## src/rtl/mc_control_fsm_if.sv

```systemverilog
// Bus between the multicycle control FSM and its datapath: opcode and memory
// handshake in, datapath steering and status out.
interface mc_control_fsm_if;
  logic [6:0] op;
  logic       mem_ready;
  logic       Branch;
  logic       PCUpdate;
  logic       RegWrite;
  logic       MemWrite;
  logic       IRWrite;
  logic       AdrSrc;
  logic [1:0] ResultSrc;
  logic [1:0] ALUSrcA;
  logic [1:0] ALUSrcB;
  logic [1:0] ALUOp;
  logic       mem_req;
  logic       retire;
  logic       fault;

  modport master (
    output op, mem_ready,
    input  Branch, PCUpdate, RegWrite, MemWrite, IRWrite, AdrSrc,
    input  ResultSrc, ALUSrcA, ALUSrcB, ALUOp, mem_req, retire, fault
  );

  modport slave (
    input  op, mem_ready,
    output Branch, PCUpdate, RegWrite, MemWrite, IRWrite, AdrSrc,
    output ResultSrc, ALUSrcA, ALUSrcB, ALUOp, mem_req, retire, fault
  );
endinterface

```

## src/rtl/mc_control_fsm.sv

```systemverilog
// Multicycle RISC-V style main controller with memory-stall timeout that
// halts in TRAP until reset.
module mc_control_fsm #(
  parameter int ENABLE_EXT = 1,
  parameter int MEM_WAIT   = 1,
  parameter int TIMEOUT    = 15
) (
  input  logic         clk,
  input  logic         reset,
  mc_control_fsm_if.slave bus
);

  typedef enum logic [3:0] {
    FETCH, DECODE, MEMADR, MEMREAD, MEMWB, MEMWRITE, EXECR, EXECI,
    ALUWB, JAL, BRANCH, JALR_A, JALR_B, LUI, AUIPC, TRAP
  } state_t;

  localparam logic [7:0] TMO = TIMEOUT[7:0];

  state_t     state;
  state_t     next;
  logic [7:0] stall_cnt;
  logic       ready;
  logic       mem_state;
  logic       enter_mem;
  logic       timed_out;

  function automatic state_t decode_op(input logic [6:0] opc);
    state_t s;
    case (opc)
      7'b0000011, 7'b0100011: s = MEMADR;
      7'b0110011:             s = EXECR;
      7'b0010011:             s = EXECI;
      7'b1101111:             s = JAL;
      7'b1100011:             s = BRANCH;
      7'b1100111:             s = (ENABLE_EXT != 0) ? JALR_A : TRAP;
      7'b0110111:             s = (ENABLE_EXT != 0) ? LUI : TRAP;
      7'b0010111:             s = (ENABLE_EXT != 0) ? AUIPC : TRAP;
      default:                s = TRAP;
    endcase
    return s;
  endfunction

  // Without wait support the memory is assumed to complete every cycle.
  assign ready     = (MEM_WAIT == 0) ? 1'b1 : bus.mem_ready;
  assign mem_state = (state == FETCH) || (state == MEMREAD) || (state == MEMWRITE);
  assign enter_mem = (next != state) &&
                     ((next == FETCH) || (next == MEMREAD) || (next == MEMWRITE));
  assign timed_out = !ready && (stall_cnt == TMO);

  always_ff @(posedge clk) begin
    if (reset) begin
      state     <= FETCH;
      stall_cnt <= '0;
    end else begin
      state <= next;
      if (ready || enter_mem)
        stall_cnt <= '0;
      else if (mem_state)
        stall_cnt <= stall_cnt + 8'd1;
    end
  end

  always_comb begin
    next          = state;
    bus.Branch    = 1'b0;
    bus.PCUpdate  = 1'b0;
    bus.RegWrite  = 1'b0;
    bus.MemWrite  = 1'b0;
    bus.IRWrite   = 1'b0;
    bus.AdrSrc    = 1'b0;
    bus.ResultSrc = 2'b00;
    bus.ALUSrcA   = 2'b00;
    bus.ALUSrcB   = 2'b00;
    bus.ALUOp     = 2'b00;
    bus.mem_req   = 1'b0;
    bus.retire    = 1'b0;
    bus.fault     = 1'b0;
    case (state)
      FETCH: begin
        bus.mem_req   = 1'b1;
        bus.ALUSrcB   = 2'b10;
        bus.ResultSrc = 2'b10;
        bus.IRWrite   = ready;
        bus.PCUpdate  = ready;
        if (ready)          next = DECODE;
        else if (timed_out) next = TRAP;
      end
      DECODE: begin
        bus.ALUSrcA = 2'b01;
        bus.ALUSrcB = 2'b01;
        next        = decode_op(bus.op);
      end
      MEMADR: begin
        bus.ALUSrcA = 2'b10;
        bus.ALUSrcB = 2'b01;
        next        = (bus.op == 7'b0000011) ? MEMREAD : MEMWRITE;
      end
      MEMREAD: begin
        bus.AdrSrc  = 1'b1;
        bus.mem_req = 1'b1;
        if (ready)          next = MEMWB;
        else if (timed_out) next = TRAP;
      end
      MEMWB: begin
        bus.ResultSrc = 2'b01;
        bus.RegWrite  = 1'b1;
        bus.retire    = 1'b1;
        next          = FETCH;
      end
      MEMWRITE: begin
        bus.AdrSrc   = 1'b1;
        bus.mem_req  = 1'b1;
        bus.MemWrite = ready;
        bus.retire   = ready;
        if (ready)          next = FETCH;
        else if (timed_out) next = TRAP;
      end
      EXECR: begin
        bus.ALUSrcA = 2'b10;
        bus.ALUOp   = 2'b10;
        next        = ALUWB;
      end
      EXECI: begin
        bus.ALUSrcA = 2'b10;
        bus.ALUSrcB = 2'b01;
        bus.ALUOp   = 2'b10;
        next        = ALUWB;
      end
      ALUWB: begin
        bus.RegWrite = 1'b1;
        bus.retire   = 1'b1;
        next         = FETCH;
      end
      JAL: begin
        bus.ALUSrcA  = 2'b01;
        bus.ALUSrcB  = 2'b10;
        bus.PCUpdate = 1'b1;
        next         = ALUWB;
      end
      BRANCH: begin
        bus.ALUSrcA = 2'b10;
        bus.ALUOp   = 2'b01;
        bus.Branch  = 1'b1;
        bus.retire  = 1'b1;
        next        = FETCH;
      end
      JALR_A: begin
        bus.ALUSrcA = 2'b10;
        bus.ALUSrcB = 2'b01;
        next        = JALR_B;
      end
      JALR_B: begin
        bus.ALUSrcA  = 2'b01;
        bus.ALUSrcB  = 2'b10;
        bus.PCUpdate = 1'b1;
        next         = ALUWB;
      end
      LUI: begin
        bus.ALUSrcA = 2'b11;
        bus.ALUSrcB = 2'b01;
        next        = ALUWB;
      end
      AUIPC: begin
        bus.ALUSrcA = 2'b01;
        bus.ALUSrcB = 2'b01;
        next        = ALUWB;
      end
      default: begin
        bus.fault = 1'b1;
        next      = TRAP;
      end
    endcase
  end

endmodule

```

## src/flat_wrapper.sv

```systemverilog
// flat-port wrapper written by rule: the top's interface ports become plain ports
module mc_control_fsm_flat 
#(
  parameter int ENABLE_EXT = 1,
  parameter int MEM_WAIT   = 1,
  parameter int TIMEOUT    = 15
)
  (clk, reset, bus_op, bus_mem_ready, bus_Branch, bus_PCUpdate, bus_RegWrite, bus_MemWrite, bus_IRWrite, bus_AdrSrc, bus_ResultSrc, bus_ALUSrcA, bus_ALUSrcB, bus_ALUOp, bus_mem_req, bus_retire, bus_fault);
  mc_control_fsm_if bus_i ();
  input  logic clk;
  input  logic reset;
  input wire logic [$bits(bus_i.op)-1:0] bus_op;
  input wire logic [$bits(bus_i.mem_ready)-1:0] bus_mem_ready;
  output wire logic [$bits(bus_i.Branch)-1:0] bus_Branch;
  output wire logic [$bits(bus_i.PCUpdate)-1:0] bus_PCUpdate;
  output wire logic [$bits(bus_i.RegWrite)-1:0] bus_RegWrite;
  output wire logic [$bits(bus_i.MemWrite)-1:0] bus_MemWrite;
  output wire logic [$bits(bus_i.IRWrite)-1:0] bus_IRWrite;
  output wire logic [$bits(bus_i.AdrSrc)-1:0] bus_AdrSrc;
  output wire logic [$bits(bus_i.ResultSrc)-1:0] bus_ResultSrc;
  output wire logic [$bits(bus_i.ALUSrcA)-1:0] bus_ALUSrcA;
  output wire logic [$bits(bus_i.ALUSrcB)-1:0] bus_ALUSrcB;
  output wire logic [$bits(bus_i.ALUOp)-1:0] bus_ALUOp;
  output wire logic [$bits(bus_i.mem_req)-1:0] bus_mem_req;
  output wire logic [$bits(bus_i.retire)-1:0] bus_retire;
  output wire logic [$bits(bus_i.fault)-1:0] bus_fault;
  assign bus_i.op = bus_op;
  assign bus_i.mem_ready = bus_mem_ready;
  assign bus_Branch = bus_i.Branch;
  assign bus_PCUpdate = bus_i.PCUpdate;
  assign bus_RegWrite = bus_i.RegWrite;
  assign bus_MemWrite = bus_i.MemWrite;
  assign bus_IRWrite = bus_i.IRWrite;
  assign bus_AdrSrc = bus_i.AdrSrc;
  assign bus_ResultSrc = bus_i.ResultSrc;
  assign bus_ALUSrcA = bus_i.ALUSrcA;
  assign bus_ALUSrcB = bus_i.ALUSrcB;
  assign bus_ALUOp = bus_i.ALUOp;
  assign bus_mem_req = bus_i.mem_req;
  assign bus_retire = bus_i.retire;
  assign bus_fault = bus_i.fault;
  mc_control_fsm #(.ENABLE_EXT(ENABLE_EXT), .MEM_WAIT(MEM_WAIT), .TIMEOUT(TIMEOUT)) u_core (.clk(clk), .reset(reset), .bus(bus_i));
endmodule
```

## config.mk

```make
export PLATFORM = sky130hd
export DESIGN_NAME = mc_control_fsm_flat
export DESIGN_NICKNAME = d
export VERILOG_FILES = /design/src/rtl/mc_control_fsm_if.sv /design/src/rtl/mc_control_fsm.sv /design/src/flat_wrapper.sv
export SDC_FILE = /design/constraint.sdc
export NUM_CORES = 1
export LEC_CHECK = 0
export CORE_ASPECT_RATIO = 0.75
export CORE_UTILIZATION = 28
export DETAILED_ROUTE_END_ITERATION = 7
export PLACE_DENSITY = 0.52
export SLEW_MARGIN = 20
export SYNTH_ARGS = -nofsm -noshare
export SYNTH_HDL_FRONTEND = slang
export SYNTH_SLANG_ARGS = --single-unit
```

## constraint.sdc

```tcl
create_clock -name clk -period 1.7 [get_ports clk]
set_clock_uncertainty 0.2 [all_clocks]
set_input_delay 0.34 -clock clk [delete_from_list [all_inputs] [get_ports clk]]
set_output_delay 0.34 -clock clk [all_outputs]
set_load 0.01 [all_outputs]
```

==> impl_results.html, run 1 <==
<table>
<tr><th>Metric</th><th>Value</th></tr>
<tr><th colspan="2">Setup path</th></tr>
<tr><td>Top delay family on crit path</td><td>simple AND/OR/NAND/NOR gates</td></tr>
<tr><td>Data required time at the worst endpoint</td><td>1680 ps</td></tr>
<tr><td>Type of the setup path with the least slack</td><td>reg -&gt; reg</td></tr>
<tr><td>Arrival time of the worst setup path</td><td>1940 ps</td></tr>
<tr><td>Source of the worst register-to-register timing path</td><td>u_core.state[2]$_SDFF_PP0_</td></tr>
<tr><td>Slowest CP cell</td><td>or4_4</td></tr>
<tr><td>Buffer and inverter count on the worst path</td><td>2</td></tr>
<tr><td>CP startpoint</td><td>u_core.state[2]$_SDFF_PP0_</td></tr>
<tr><td>Critical Path Max Stage Delay</td><td>450 ps</td></tr>
<tr><td>Kind of launch point of the worst setup path</td><td>flip-flop</td></tr>
<tr><td>Max FO, Critical Path</td><td>6</td></tr>
<tr><td>Cell breakdown of the critical path</td><td>xor2_2, buf_4, o21ai_4, buf_6, nand4_4, or4_4, a21oi_2</td></tr>
<tr><td>Critical path capture point type</td><td>flip-flop</td></tr>
<tr><th colspan="2">CTS</th></tr>
<tr><td>TritonCTS clock tree</td><td>done</td></tr>
<tr><td>CTS Hold Buffers Added</td><td>0</td></tr>
<tr><td>Maximum number of buffers from clock root to sink</td><td>2</td></tr>
<tr><td>Worst-path clk slew</td><td>50 ps</td></tr>
<tr><td>CTS Root Cell</td><td>clkbuf_8</td></tr>
<tr><td>Count of clock tree sinks</td><td>12</td></tr>
<tr><td>Source-to-sink clock delay at the later pin of the worst-skew pair</td><td>240 ps</td></tr>
<tr><td>Number of buffers created by CTS</td><td>3</td></tr>
<tr><td>H-tree depth reported by CTS</td><td>1</td></tr>
<tr><th colspan="2">Logic synthesis</th></tr>
<tr><td>Most common cell in the synthesized netlist</td><td>nor2_1</td></tr>
<tr><td>Cell area after synthesis</td><td>1070 um^2</td></tr>
<tr><td>Top FF cell, synth</td><td>dfxtp_1</td></tr>
<tr><td>Proportion of register bits with asynchronous set or reset after synthesis</td><td>0%</td></tr>
<tr><td>Yosys reg bits</td><td>12</td></tr>
<tr><td>Seq/Total Area, Yosys</td><td>22.5%</td></tr>
<tr><td>Average cell area after synthesis</td><td>7.46 um^2</td></tr>
<tr><td>Ranking of synthesized cells by area</td><td>dfxtp_1, nor2_1, nand2_1</td></tr>
<tr><td>Cell accounting for the most synthesized area</td><td>dfxtp_1</td></tr>
<tr><td>Top cells by count, synth</td><td>nor2_1, dfxtp_1, nand2_1</td></tr>
<tr><td>Top cell type's share of synthesized area</td><td>22.5%</td></tr>
<tr><td>Net count after synthesis</td><td>154</td></tr>
<tr><td>Count of distinct cell types in the synthesized netlist</td><td>49</td></tr>
<tr><td>Synthesis warning total</td><td>0</td></tr>
<tr><td>Number of synthesized flops with an enable pin</td><td>0</td></tr>
<tr><td>Instance count of the mapped netlist</td><td>143</td></tr>
<tr><th colspan="2">Drt</th></tr>
<tr><td>Detailed-route wire length on metal 1</td><td>1750 um</td></tr>
<tr><td>Remaining number of nets flagged by the antenna check after routing</td><td>0</td></tr>
<tr><td>Detailed-route vias per instance</td><td>4.96</td></tr>
<tr><td>Number of violations reported at the end of detailed-routing iteration 0</td><td>57</td></tr>
<tr><td>Total met3 wirelength after detailed routing</td><td>80 um</td></tr>
<tr><td>Post-detailed-route DRC marker count</td><td>0</td></tr>
<tr><td>Number of iterations in the first detailed-routing pass</td><td>4</td></tr>
<tr><td>Highest routing layer actually used</td><td>met4</td></tr>
<tr><td>Routed vias</td><td>1,348</td></tr>
<tr><td>Wire length after detailed routing</td><td>3780 um</td></tr>
<tr><td>Routed length on met2</td><td>1920 um</td></tr>
<tr><td>Routed len/inst</td><td>13.9 um</td></tr>
<tr><th colspan="2">Cells and area</th></tr>
<tr><td>Signed area change from the synthesized netlist to the final layout</td><td>97.8%</td></tr>
<tr><td>Fraction of layout instances using a drive strength above 1</td><td>59.1%</td></tr>
<tr><td>Final Instance Count excl. Fillers</td><td>272</td></tr>
<tr><td>Inserted Diodes</td><td>0</td></tr>
<tr><td>Net count reported at finish</td><td>232</td></tr>
<tr><th colspan="2">Timing</th></tr>
<tr><td>RSZ-0062 raised after global routing</td><td>true</td></tr>
<tr><td>Number of hold violations in the final report</td><td>0</td></tr>
<tr><td>Final sum of negative setup slack</td><td>-2690 ps</td></tr>
<tr><td>Setup violation total in the final timing report</td><td>24</td></tr>
<tr><td>Fin crit period</td><td>1960 ps</td></tr>
<tr><td>Worst Slack Setup Final</td><td>-262 ps</td></tr>
<tr><td>Max frequency</td><td>510 MHz</td></tr>
<tr><td>Number of pins with negative max-slew slack in the final report</td><td>0</td></tr>
<tr><td>Tightest slew margin relative to the limit</td><td>76.2%</td></tr>
<tr><td>Slew @ Worst Pin</td><td>351 ps</td></tr>
<tr><td>Fin crit share</td><td>115%</td></tr>
<tr><th colspan="2">Power</th></tr>
<tr><td>Leakage</td><td>0.863 nW</td></tr>
<tr><td>VDD IR-drop max</td><td>0.691 mV</td></tr>
<tr><td>Total power density per cell area</td><td>1780 nW/um^2</td></tr>
<tr><th colspan="2">Place</th></tr>
<tr><td>Number of cells after detailed placement</td><td>259</td></tr>
<tr><td>Count of port buffers added during placement</td><td>26</td></tr>
<tr><td>Half-perimeter wire length after detailed placement</td><td>2500 um</td></tr>
<tr><td>Routability-driven placement congestion ratio</td><td>0.808</td></tr>
<tr><th colspan="2">Job</th></tr>
<tr><td>Number of max-capacitance violations reported</td><td>0</td></tr>
<tr><th colspan="2">Global routing</th></tr>
<tr><td>Via count of the first global-routing pass</td><td>1,326</td></tr>
<tr><td>GR Overflow Total</td><td>0</td></tr>
<tr><td>First-pass GRT wire length</td><td>6040 um</td></tr>
<tr><td>Pin count of the biggest net entering global routing</td><td>14</td></tr>
<tr><td>Antenna violations before repair</td><td>0</td></tr>
<tr><td>All-Layer GR Usage</td><td>18.8%</td></tr>
<tr><th colspan="2">Floorplan</th></tr>
<tr><td>Count of pins on the block boundary</td><td>27</td></tr>
<tr><td>Num rows</td><td>19</td></tr>
<tr><td>Initial cell density of the core</td><td>29.2%</td></tr>
<tr><td>Placeable core region</td><td>3660 um^2</td></tr>
<tr><td>Area of the die</td><td>4070 um^2</td></tr>
<tr><td>Die height</td><td>55.5 um</td></tr>
<tr><td>Horiz. Die Dim</td><td>73.3 um</td></tr>
<tr><th colspan="2">Worst hold path</th></tr>
<tr><td>Launch instance of the worst min-delay path</td><td>u_core.stall_cnt[7]$_SDFFE_PP0P_</td></tr>
<tr><td>Hold WC Path Type</td><td>reg -&gt; reg</td></tr>
<tr><th colspan="2">Run status</th></tr>
<tr><td>Violated checks</td><td>setup timing</td></tr>
<tr><td>Run status</td><td>finished with violations</td></tr>
</table>
==> metal layers <==
metal / GRT usage, % / vias to the layer above
li1: - / 690
met1: 25.3 / 630
met2: 32.0 / 24
met3: 2.74 / 4
met4: 3.30 / 0
met5: 0 / -
==> placed cells by master, fill, tap and decap left out, types with 3 or more instances in the layout <==
| cell type | Yosys | layout |
|---|---|---|
| buf_4 | 0 | 44 |
| dlygate4sd2_1 | 0 | 6 |
| a21oi_2 | 1 | 3 |
| a21oi_1 | 7 | 5 |
| nor4_4 | 0 | 3 |
| nand3_1 | 6 | 5 |
| buf_2 | 3 | 14 |
| buf_6 | 1 | 13 |
| dfxtp_1 | 12 | 7 |
| clkbuf_8 | 0 | 4 |
| nor2_1 | 16 | 14 |
| dfxtp_4 | 0 | 4 |
| a31oi_1 | 3 | 3 |
| clkdlybuf4s50_1 | 0 | 3 |
| nand2_1 | 12 | 10 |
| nor2b_2 | 0 | 3 |
| or4_4 | 1 | 4 |
| xnor2_1 | 5 | 4 |
| nor3_2 | 0 | 3 |
| o21ai_0 | 6 | 4 |
==> power by group <==
| group | internal [mW] | total, mW | switching [mW] |
|---|---|---|---|
| Sequential | 0.362 | 0.472 | 0.110 |
| Clock | 0.205 | 0.316 | 0.111 |
| Combinational | 1.64 | 2.98 | 1.34 |
==> cell type report <==
class,count,area [um^2]
Fill cell,337,1550
Multi-Input combinational cell,114,1000
Timing Repair Buffer,85,708
Sequential cell,12,256
Tap cell,52,65.1
Clock buffer,4,55.1
Inverter,5,26.3
==> path summary, 6_finish.rpt <==
path,endpoint,cells after the start,slack (ps)
hold reg to reg,u_core.stall_cnt[7]$_SDFFE_PP0P_,2,330
setup / recovery,u_core.stall_cnt[6]$_SDFFE_PP0P_,7,-260
hold / removal,u_core.stall_cnt[7]$_SDFFE_PP0P_,2,330
setup reg to reg,u_core.stall_cnt[6]$_SDFFE_PP0P_,7,-260
==> registers in the layout, summed over array words and instances, names as in the netlist <==
name              flops
u_core.state          4
u_core.stall_cnt      8
==> worst reg2reg max path, stage by stage, from the launching register on <==
cell     delay [ps]
dfxtp_4         370
xor2_2          180
buf_4           140
o21ai_4         160
buf_6           140
nand4_4         120
or4_4           450
a21oi_2         140
==> through the flow <==
| stage | util, % | power, mW | hold slack [ps] | worst slack [ps] | area (um^2) |
|---|---|---|---|---|---|
| finish | 57.7 | 3.77 | 333 | -262 | 2110 |
| detailed placement | 47.9 | 2.65 | 298 | -698 | 1760 |
| CTS | 52.9 | 3.28 | 314 | -202 | 1940 |
| global route | 57.7 | 3.97 | 352 | -309 | 2110 |
| global placement | 47.9 | 2.62 | 277 | -694 | 1760 |
| floorplan | - | 1.58 | 202 | -63.8 | 1110 |
==> cells by family after synthesis <==
kind of cell / synth area share, %
compound gates: 24.2
xor+xnor: 6.45
fa+ha+maj: 1.17
buf+inv: 7.03
flops: 22.5
mux: 0.938
simple gates: 37.7
==> timing repair <==
item / 4_1_cts / 5_1_grt
pin swaps: 13 / 19
cloned: 0 / 0
resized for setup: 112 / 31
buffers inserted: 6 / 4
setup endpoints to repair: 28 / 29
Power figures use the tool's default switching activity.
==> inputs of run 2 (changes only) <==
- CORE_MARGIN: default -> 5
- PLACE_DENSITY: 0.52 -> 0.63
- clock period: 1.7 -> 1.8 ns (I/O delays scaled with it)
==> run 2 against run 1 <==
Against the previous run: the run still ends with setup timing left; hold slack worse by 40 ps; sequential cell count unchanged; sequential power down 10%; power down 6.5%; die area up 27%; setup slack better by 100 ps; count of clock-buffer cells in the layout unchanged.
==> impl_results.html, run 2 (same netlist as run 1, synthesis figures left out) <==
<table>
<tr><th>Metric</th><th>Value</th></tr>
<tr><th colspan="2">Drt</th></tr>
<tr><td>Wire length after detailed routing</td><td>4080 um</td></tr>
<tr><td>Detailed-route vias per instance</td><td>5.15</td></tr>
<tr><td>Routed vias</td><td>1,417</td></tr>
<tr><td>Post-detailed-route DRC marker count</td><td>0</td></tr>
<tr><td>Remaining number of nets flagged by the antenna check after routing</td><td>0</td></tr>
<tr><td>Number of iterations in the first detailed-routing pass</td><td>4</td></tr>
<tr><td>Routed len/inst</td><td>14.8 um</td></tr>
<tr><td>Number of violations reported at the end of detailed-routing iteration 0</td><td>70</td></tr>
<tr><th colspan="2">Place</th></tr>
<tr><td>Count of port buffers added during placement</td><td>26</td></tr>
<tr><td>Routability-driven placement congestion ratio</td><td>0.807</td></tr>
<tr><td>Half-perimeter wire length after detailed placement</td><td>2530 um</td></tr>
<tr><td>Number of cells after detailed placement</td><td>256</td></tr>
<tr><th colspan="2">Floorplan</th></tr>
<tr><td>Die height</td><td>63.5 um</td></tr>
<tr><td>Horiz. Die Dim</td><td>81.3 um</td></tr>
<tr><td>Area of the die</td><td>5160 um^2</td></tr>
<tr><td>Num rows</td><td>19</td></tr>
<tr><td>Placeable core region</td><td>3660 um^2</td></tr>
<tr><td>Count of pins on the block boundary</td><td>27</td></tr>
<tr><td>Initial cell density of the core</td><td>29.2%</td></tr>
<tr><th colspan="2">Setup path</th></tr>
<tr><td>Critical Path Max Stage Delay</td><td>370 ps</td></tr>
<tr><td>Critical path capture point type</td><td>output port</td></tr>
<tr><td>Setup slack, reg-to-reg</td><td>-120 ps</td></tr>
<tr><td>CP startpoint</td><td>u_core.state[2]$_SDFF_PP0_</td></tr>
<tr><td>Cell breakdown of the critical path</td><td>buf_6, nor2_4, nand2_1, a221oi_2, buf_2</td></tr>
<tr><td>Crit path capture</td><td>bus_PCUpdate</td></tr>
<tr><td>Type of the setup path with the least slack</td><td>reg -&gt; out</td></tr>
<tr><td>Worst reg2reg path endpoint</td><td>u_core.stall_cnt[6]$_SDFFE_PP0P_</td></tr>
<tr><td>Max FO, Critical Path</td><td>10</td></tr>
<tr><td>Worst-case reg-to-reg path depth</td><td>7</td></tr>
<tr><td>Arrival time of the worst setup path</td><td>1400 ps</td></tr>
<tr><td>Kind of launch point of the worst setup path</td><td>flip-flop</td></tr>
<tr><td>Data required time at the worst endpoint</td><td>1240 ps</td></tr>
<tr><td>Source of the worst register-to-register timing path</td><td>u_core.state[2]$_SDFF_PP0_</td></tr>
<tr><td>Slowest CP cell</td><td>dfxtp_4</td></tr>
<tr><th colspan="2">Run status</th></tr>
<tr><td>Violated checks</td><td>setup timing</td></tr>
<tr><td>Run status</td><td>finished with violations</td></tr>
<tr><th colspan="2">Global routing</th></tr>
<tr><td>Antenna violations before repair</td><td>0</td></tr>
<tr><td>First-pass GRT wire length</td><td>6270 um</td></tr>
<tr><td>GR Util met3</td><td>2.71%</td></tr>
<tr><td>Met2 Use GR</td><td>26.3%</td></tr>
<tr><td>GR Overflow Total</td><td>0</td></tr>
<tr><td>Met1 usage</td><td>17.5%</td></tr>
<tr><td>Via count of the first global-routing pass</td><td>1,441</td></tr>
<tr><td>All-Layer GR Usage</td><td>15.0%</td></tr>
<tr><td>Pin count of the biggest net entering global routing</td><td>13</td></tr>
<tr><td>Routing layer with the top usage in global route</td><td>met2</td></tr>
<tr><th colspan="2">CTS</th></tr>
<tr><td>H-tree depth reported by CTS</td><td>1</td></tr>
<tr><td>Count of clock tree sinks</td><td>12</td></tr>
<tr><td>CTS Root Cell</td><td>clkbuf_8</td></tr>
<tr><td>Source-to-sink clock delay at the later pin of the worst-skew pair</td><td>250 ps</td></tr>
<tr><td>Maximum number of buffers from clock root to sink</td><td>2</td></tr>
<tr><td>CTS Hold Buffers Added</td><td>0</td></tr>
<tr><td>Number of buffers created by CTS</td><td>3</td></tr>
<tr><td>TritonCTS clock tree</td><td>done</td></tr>
<tr><td>Worst-path clk slew</td><td>60 ps</td></tr>
<tr><th colspan="2">Cells and area</th></tr>
<tr><td>Final Instance Count excl. Fillers</td><td>275</td></tr>
<tr><td>Top Registers</td><td>u_core.stall_cnt (8), u_core.state (4)</td></tr>
<tr><td>Signed area change from the synthesized netlist to the final layout</td><td>98.7%</td></tr>
<tr><td>Register ranked first by flip-flop count</td><td>u_core.stall_cnt</td></tr>
<tr><td>Net count reported at finish</td><td>235</td></tr>
<tr><td>Fraction of layout instances using a drive strength above 1</td><td>58.3%</td></tr>
<tr><td>Most common library cell in the layout ignoring fill and taps</td><td>buf_4</td></tr>
<tr><td>Largest register FFs</td><td>8</td></tr>
<tr><td>Commonest cells after routing, fill and taps aside</td><td>buf_4, buf_6, buf_2, nor2_1, nand2_1</td></tr>
<tr><td>Inserted Diodes</td><td>0</td></tr>
<tr><th colspan="2">Power</th></tr>
<tr><td>Power share of the combinational group</td><td>79.1%</td></tr>
<tr><td>Clock share of power</td><td>8.9%</td></tr>
<tr><td>Total power density per cell area</td><td>1660 nW/um^2</td></tr>
<tr><td>Leakage</td><td>0.882 nW</td></tr>
<tr><td>Switching part of the total power</td><td>41.9%</td></tr>
<tr><td>Sequential cell fraction of total power</td><td>12.0%</td></tr>
<tr><td>Power after layout</td><td>3.52 mW</td></tr>
<tr><td>Switching component of the power</td><td>1.48 mW</td></tr>
<tr><td>Cell internal pwr</td><td>2.05 mW</td></tr>
<tr><td>VDD IR-drop max</td><td>0.604 mV</td></tr>
<tr><th colspan="2">Timing</th></tr>
<tr><td>Slew @ Worst Pin</td><td>351 ps</td></tr>
<tr><td>Worst Slack Setup Final</td><td>-159 ps</td></tr>
<tr><td>Number of pins with negative max-slew slack in the final report</td><td>0</td></tr>
<tr><td>Fin crit period</td><td>1960 ps</td></tr>
<tr><td>Max frequency</td><td>510 MHz</td></tr>
<tr><td>Final sum of negative setup slack</td><td>-1430 ps</td></tr>
<tr><td>RSZ-0062 raised after global routing</td><td>true</td></tr>
<tr><td>Setup violation total in the final timing report</td><td>20</td></tr>
<tr><td>Number of hold violations in the final report</td><td>0</td></tr>
<tr><td>Tightest slew margin relative to the limit</td><td>76.4%</td></tr>
<tr><td>Fin crit share</td><td>109%</td></tr>
<tr><th colspan="2">Worst hold path</th></tr>
<tr><td>Hold WC Path Type</td><td>reg -&gt; reg</td></tr>
<tr><th colspan="2">Job</th></tr>
<tr><td>Number of max-capacitance violations reported</td><td>0</td></tr>
</table>
run 2: cell types whose count changed in the layout (fill, tap and decap cells not counted), sizes merged:
| cell | change |
|---|---|
| buf | +3 |
| dlygate4sd2 | -4 |
| clkbuf | +1 |
| dlymetal6s2s | +1 |
| clkdlybuf4s50 | +1 |
| clkdlybuf4s15 | +1 |
run 2: metrics by stage:
step	hold slack (ps)	cell area, um^2	util, %	worst slack (ps)
floorplan	229	1090	-	3.96
global placement	277	1710	46.8	-565
detailed placement	301	1710	46.8	-612
CTS	311	1960	53.6	-116
global route	307	2120	57.9	-215
finish	293	2120	57.9	-159
run 2: power groups by stage:
stage          Sequential [mW]  Combinational, mW  Clock [mW]
2_1_floorplan            0.366               1.09           0
3_3_place_gp             0.382               2.02           0
3_5_place_dp             0.385               2.05           0
4_1_cts                  0.409               2.41       0.301
5_1_grt                  0.429               2.96       0.321
6_report                 0.423               2.79       0.313
run 2: layout make-up:
| class | count | area (um^2) |
|---|---|---|
| multi-input combinational | 114 | 966 |
| timing repair buffer | 88 | 758 |
| clock buffer | 4 | 55.1 |
| inverter | 5 | 21.3 |
| tap | 52 | 65.1 |
| sequential | 12 | 255 |
| fill | 300 | 1540 |
run 2: repair_timing:
action	CTS	global route
cloned	1	1
pin swaps	12	11
resized for setup	121	29
buffers inserted	8	7
endpoints found under the setup margin	28	28
run 2: critical path, delay by kind of cell, from the launching register on:
family / cells / cell delay, ps
AOI/OAI and AO/OA: 1 / 210
buffers and inverters: 2 / 320
and+or+nand+nor: 2 / 240
DFF: 1 / 370
run 2: how the worst min path moves through the flow:
stage	cells after the start	endpoint	start	slack [ps]
6_report	2	u_core.stall_cnt[6]$_SDFFE_PP0P_	u_core.stall_cnt[6]$_SDFFE_PP0P_	290
4_1_cts	2	u_core.stall_cnt[7]$_SDFFE_PP0P_	u_core.stall_cnt[7]$_SDFFE_PP0P_	310
3_3_place_gp	2	u_core.stall_cnt[7]$_SDFFE_PP0P_	u_core.stall_cnt[7]$_SDFFE_PP0P_	280
2_1_floorplan	1	u_core.state[0]$_SDFF_PP0_	reset	230
5_1_grt	2	u_core.stall_cnt[6]$_SDFFE_PP0P_	u_core.stall_cnt[6]$_SDFFE_PP0P_	310
3_5_place_dp	2	u_core.stall_cnt[6]$_SDFFE_PP0P_	u_core.stall_cnt[6]$_SDFFE_PP0P_	300
run 2: per-layer routing:
| layer | part of all wire, % | wire [um] | up-vias |
|---|---|---|---|
| met3 | 4.8 | 194 | 6 |
| met2 | 52 | 2120 | 37 |
| met4 | 1.3 | 52 | 0 |
| li1 | - | - | 687 |
| met1 | 42 | 1710 | 687 |
| met5 | 0 | 0 | - |
